### src/rtl/ac_seq.sv
// Repeat-command sequencer that drives an external accumulator through its Z bus and
// LOAD_AC strobe, computing each iteration from the fed-back AC value.
module ac_seq #(
  parameter int unsigned DATA_W = 8,
  parameter int unsigned CNT_W  = 4
) (
  input  logic              clk,
  input  logic              rst_n,
  input  logic              op_valid,
  output logic              op_ready,
  input  logic [1:0]        op_code,
  input  logic [DATA_W-1:0] operand,
  input  logic [CNT_W-1:0]  op_count,
  input  logic [DATA_W-1:0] ac_in,
  output logic [DATA_W-1:0] z_out,
  output logic              load_ac,
  output logic              done,
  output logic              ovf,
  output logic              busy
);

  localparam int unsigned Msb = DATA_W - 1;

  typedef enum logic [1:0] {
    StIdle  = 2'b00,
    StCalc  = 2'b01,
    StWrite = 2'b10,
    StDone  = 2'b11
  } state_e;

  typedef enum logic [1:0] {
    OpLoad = 2'b00,
    OpAdd  = 2'b01,
    OpSub  = 2'b10,
    OpClr  = 2'b11
  } op_e;

  state_e              state_q;
  op_e                 code_q;
  logic [DATA_W-1:0]   operand_q;
  logic [CNT_W-1:0]    cnt_q;
  logic [DATA_W-1:0]   z_q;
  logic                load_q;
  logic                done_q;
  logic                ovf_q;
  logic                ready_q;
  logic                busy_q;

  logic [DATA_W-1:0]   add_res;
  logic [DATA_W-1:0]   sub_res;
  logic                add_ovf;
  logic                sub_ovf;
  logic [DATA_W-1:0]   calc_z;
  logic                calc_ovf;

  // Signed overflow: operands of like sign (ADD) or unlike sign (SUB) whose result
  // sign differs from the AC sign.
  always_comb begin
    add_res  = ac_in + operand_q;
    sub_res  = ac_in - operand_q;
    add_ovf  = (ac_in[Msb] == operand_q[Msb]) && (add_res[Msb] != ac_in[Msb]);
    sub_ovf  = (ac_in[Msb] != operand_q[Msb]) && (sub_res[Msb] != ac_in[Msb]);
    calc_z   = '0;
    calc_ovf = 1'b0;
    unique case (code_q)
      OpLoad: calc_z = operand_q;
      OpAdd: begin
        calc_z   = add_res;
        calc_ovf = add_ovf;
      end
      OpSub: begin
        calc_z   = sub_res;
        calc_ovf = sub_ovf;
      end
      OpClr: calc_z = '0;
    endcase
  end

  always_ff @(posedge clk) begin
    if (!rst_n) begin
      state_q   <= StIdle;
      code_q    <= OpLoad;
      operand_q <= '0;
      cnt_q     <= '0;
      z_q       <= '0;
      load_q    <= 1'b0;
      done_q    <= 1'b0;
      ovf_q     <= 1'b0;
      ready_q   <= 1'b1;
      busy_q    <= 1'b0;
    end else begin
      load_q <= 1'b0;
      done_q <= 1'b0;
      unique case (state_q)
        StIdle: begin
          if (op_valid) begin
            code_q    <= op_e'(op_code);
            operand_q <= operand;
            cnt_q     <= op_count;
            ovf_q     <= 1'b0;
            ready_q   <= 1'b0;
            busy_q    <= 1'b1;
            state_q   <= StCalc;
          end
        end
        StCalc: begin
          z_q     <= calc_z;
          ovf_q   <= ovf_q | calc_ovf;
          load_q  <= 1'b1;
          state_q <= StWrite;
        end
        StWrite: begin
          if (cnt_q == '0) begin
            done_q  <= 1'b1;
            state_q <= StDone;
          end else begin
            cnt_q   <= cnt_q - {{(CNT_W-1){1'b0}}, 1'b1};
            state_q <= StCalc;
          end
        end
        StDone: begin
          ready_q <= 1'b1;
          busy_q  <= 1'b0;
          state_q <= StIdle;
        end
      endcase
    end
  end

  assign z_out    = z_q;
  assign load_ac  = load_q;
  assign done     = done_q;
  assign ovf      = ovf_q;
  assign op_ready = ready_q;
  assign busy     = busy_q;

endmodule
### config.mk
export PLATFORM = sky130hd
export DESIGN_NAME = ac_seq
export DESIGN_NICKNAME = d
export VERILOG_FILES = /design/src/rtl/ac_seq.sv
export SDC_FILE = /design/constraint.sdc
export NUM_CORES = 1
export LEC_CHECK = 0
export CAP_MARGIN = 20
export CORE_MARGIN = 2
export CORE_UTILIZATION = 25
export DETAILED_ROUTE_END_ITERATION = 7
export PLACE_DENSITY = 0.54
export SLEW_MARGIN = 20
export SYNTH_ARGS = -nofsm -noshare
export SYNTH_HDL_FRONTEND = slang
export SYNTH_SLANG_ARGS = --single-unit
### constraint.sdc
create_clock -name clk -period 2.37 [get_ports clk]
set_input_delay 0.3555 -clock clk [delete_from_list [all_inputs] [get_ports clk]]
set_output_delay 0.3555 -clock clk [all_outputs]
set_load 0.03 [all_outputs]
; ---- Word level (Yosys, flattened, before mapping)
; Cells that the tools add are included.
[totals]
regBits = 29
inputBits = 25
output_inout_bits = 13
word_cells = 54
[op_classes]
add_sub_neg = 3
eq_ne = 12
mux = 15
bitwise_logic = 1
reduce_logical = 13
[op_table]
columns = operator, n
row1 = $pmux W8 S4, 1
row2 = $add A8 B8 Y8, 1
row3 = $eq A2 B2 Y1 const B, 4
row4 = $mux W4, 2
row5 = $pmux W1 S2, 4
row6 = $pmux W2 S4, 1
row7 = $pmux W4 S2, 1
row8 = $reduce_and A2 Y1, 4
row9 = $sub A8 B8 Y8, 1
row10 = $reduce_bool A2 Y1, 3
row11 = $eq A2 B1 Y1 const B, 2
row12 = $logic_not A2 Y1, 2
row13 = $logic_not A4 Y1, 1
row14 = $mux W1, 4
row15 = $mux W2, 2
row16 = $ne A2 B2 Y1 const B, 2
row17 = $sub A4 B1 Y4 const B, 1
row18 = $ne A1 B1 Y1, 3
row19 = $reduce_and A3 Y1, 1
row20 = $logic_and A1 B1 Y1, 2
row21 = $eq A1 B1 Y1, 1
row22 = $or A1 B1 Y1, 1

; ---- Depth between registers and ports, before layout
[depth]
word_depth = 6
depth_mapped = 9

; ---- Worst setup path before layout
; No wires, ideal clock.
[synth_timing]
kind = register to register
startpoint = register operand_q[2]
endpoint = register z_q[5] (netlist: z_out[5])
setup_ns = 0.077
t_arrival_ns = 1.802
path_slack_ns = 0.492
path_stages_with_launch = 8
path_buffers = 0
period_less_slack_ns = 1.878
cell_sequence = dfxtp_1 -> inv_1 -> ha_1 -> nor3b_2 -> nor3_2 -> o21ai_2 -> or4b_4 -> a41oi_2
[synth_between]
elab_chain_cells = 2
[synth_rtl]
columns = item, line_no
row1 = "start, declared", 40  ; logic [DATA_W-1:0] operand_q;
row2 = "start signal, assigned", 98  ; operand_q <= operand;
row3 = $sub A8 B8 Y8 / $add A8 B8 Y8 (equally long branches), "60, 59"
row4 = $pmux W8 S4 (*), 65  ; unique case (code_q)
row5 = "end signal, assigned", 107  ; z_q <= calc_z;
row6 = "end, declared", 42  ; logic [DATA_W-1:0] z_q;
; Every way passes the cells marked *; elsewhere a longest branch is shown, timed or not.
; A chain may end at the register's enable or synchronous reset.

; ---- Final worst setup path
[layout_timing]
startpoint = input ac_in[0]
endpoint = register z_q[4] (netlist: z_out[4])
[layout_between]
elab_chain_cells = 2
[layout_rtl]
columns = item, line_no
row1 = "start, declared", 14  ; input logic [DATA_W-1:0] ac_in,
row2 = $sub A8 B8 Y8 / $add A8 B8 Y8 (equally long branches), "60, 59"
row3 = $pmux W8 S4 (*), 65
; Marks and branches as above.

==> run metrics <==
Placed Cells 432; hold buffers post-CTS 0; WL final 6220 um; Post-Syn Area per Cell 7.55 um2; Top delay family on crit path compound AO/OA/AOI/OAI gates; ANT cells 0; Routed Antenna Nets 0; number of global-route vias before repair 2,188; WHS Path Cells 1; count leader, synth nand2_1; Seq/Total Area, Yosys around 27%; EDFF count, synth 0; R2R Setup Slk 0.31 ns; top area cells in the synthesized netlist dfxtp_1 27%, ha_1 11%, nand2_1 7.4%; clock sink total 29; initial antenna violation count 0; grt ovf 0; Clock Tree Buf Depth 2; f_max 452 MHz; wire per inst ~14 um; CTS tree yes; leading area contributor after synthesis dfxtp_1; clock latency at the later pin of the worst-skew pair 0.28 ns; slowest CP cell clkdlybuf4s50_1; max-cap violations 0; status complete, no violations; maximum vdd drop 0.000236 V; # port buffers 37; slowest stage delay, CP 0.42 ns; initial core utilization 25.9%; Tot Pwr 1.41 mW; worst r2r dst z_out[4]; CP max FO 3; largest net degree at the start of global routing 21; warnings from Yosys 0; hold path endpoint done; die height 96.4 um; Ports 38; Tcrit/Tclk final 93.3%; critical path required time 2.53 ns; Final min period ~2.2 ns; DRC violations left 0; Post-CTS Setup Repair Bufs 0; Die Width 96.4 um; Worst-path clk slew 0.06 ns; Vias 2,185; Hold Path Class flop to flop; #FFs+latches synth 29; post-synthesis async set-or-reset flop share 0%; Pre-antenna DRT Iters 4; CTS Buf Count 5; first-pass GRT wire length ~10,000 um; share of cells above drive strength 1 11.4%; worst-path cell chain clkdlybuf4s50_1, inv_1, ha_1, inv_1, fa_1, a21o_1, a21oi_1, mux2i_1, o31ai_1, a21oi_1; Mapped Nets 328; RSZ-0062 raised after global routing no; Mapped Area approximately 0.0021 mm2; top cell type's share of synthesized area a little over a quarter; gr usage total between 10 and 15%; Slew HR 54.0%; Buffers & Inverters on Critical Path 3; R2R cell count 8; HPWL after detailed placement 4850 um; fillers 884; dominant synthesized flop cell dfxtp_1; Via density 4.99; Critical Path AT 2.37 ns; Initial DRC Count 163; Die Area 0.00930 mm2; clk root buf clkbuf_8; startpoint of the worst-slack reg-to-reg timing path operand_q[0]; startpoint types primary input; Final Hold Viols 0; Layout Area Growth over Synthesis 31.8%; Worst Setup End Kind flop; Std-Cell Rows 33; Non-Filler Instances 438; Core ar. 0.00826 mm2; Slew @ Worst Pin 0.690 ns; H-tree levels 2; max-slew violations 0; Power Dens Cells 502 mW/mm2; GPL Wtd Cong 0.879; Netlist cell types 55; Cells after Synth 283; hold path startpoint cnt_q[3]; Resized cells post-CTS 0; P_leak 1.10 nW; final setup violation count 0; commonest cells in the netlist 42 x nand2_1, 29 x a21oi_1, 29 x dfxtp_1; crit path kind primary input to flop; nets 379; Fin Clk Skew 0.00577 ns
-- how the worst max path moves through the flow --
stage                 startpoint       end  cells after the start
CTS                     ac_in[0]  z_out[4]                     10
global placement        ac_in[0]  z_out[4]                     10
detailed placement      ac_in[0]  z_out[4]                     10
floorplan           operand_q[2]  z_out[5]                      7
global route            ac_in[0]  z_out[6]                     10
finish                  ac_in[0]  z_out[4]                     10
-- layout by cell type (no fill, tap or decap), drive strengths merged, types with 5 or more instances in the layout --
cell,netlist,routed
nand2,42,42
dfxtp,29,29
a21oi,29,29
o21ai,18,18
nand2b,6,6
inv,25,25
a31oi,5,5
clkdlybuf4s50,0,37
nor3,6,6
ha,18,18
clkbuf,9,5
buf,6,22
nand3,6,6
nor2,18,18
-- registers in the layout, indices dropped and copies added (netlist names) --
name,count
cnt_q,4
busy,1
z_out,8
operand_q,8
op_ready,1
load_ac,1
code_q,2
ovf,1
state_q,2
done,1
-- through the flow --
step	utilization (%)	hold WS (ns)	setup slack (ns)	TNS, ns	area (um2)
2_1_floorplan	-	0.421	0.492	0	2140
3_3_place_gp	33.2	0.453	-0.0492	-0.0919	2740
3_5_place_dp	33.2	0.451	-0.104	-0.180	2740
4_1_cts	34.1	0.460	0.147	0	2820
5_1_grt	34.1	0.499	0.00260	0	2820
6_report	34.1	0.459	0.160	0	2820
-- cells by family (layout without fill, tap and decap cells) --
| logic type | Yosys count | in the layout | synth area share (%) |
|---|---|---|---|
| DFF | 29 | 29 | 27.2 |
| and+or+nand+nor | 105 | 105 | 24.8 |
| AOI/OAI and AO/OA | 84 | 84 | 25.8 |
| xor gates and xnor gates | 3 | 3 | 1.58 |
| muxes | 2 | 2 | 0.937 |
| adders and majority gates | 20 | 20 | 12.4 |
| buffers and inverters | 40 | 90 | 7.26 |
-- metal layers --
layer  share of wire, %  GRT usage, %
met1                 49          19.3
met3                4.2          2.09
met5                  0             0
met2                 45          23.9
met4                1.1          3.40
-- power breakdown --
part / switching (mW) / total, mW / leakage (nW) / internal [mW]
clock: 0.182 / 0.374 / 0.0399 / 0.193
combinational: 0.268 / 0.481 / 0.822 / 0.214
sequential: 0.0346 / 0.559 / 0.238 / 0.524
total: 0.484 / 1.41 / 1.10 / 0.930
-- final cells by class --
type / count / area, um2 / share of cell area (%)
inverter: 25 / 93.8 / 3.33
tap: 105 / 131 / 4.67
multi-input combinational: 214 / 1400 / 49.7
timing repair buffer: 59 / 536 / 19.0
sequential: 29 / 581 / 20.6
clock inverter: 1 / 5.00 / 0.178
clock buffer: 5 / 68.8 / 2.44
(Power assumes the default switching activity.)
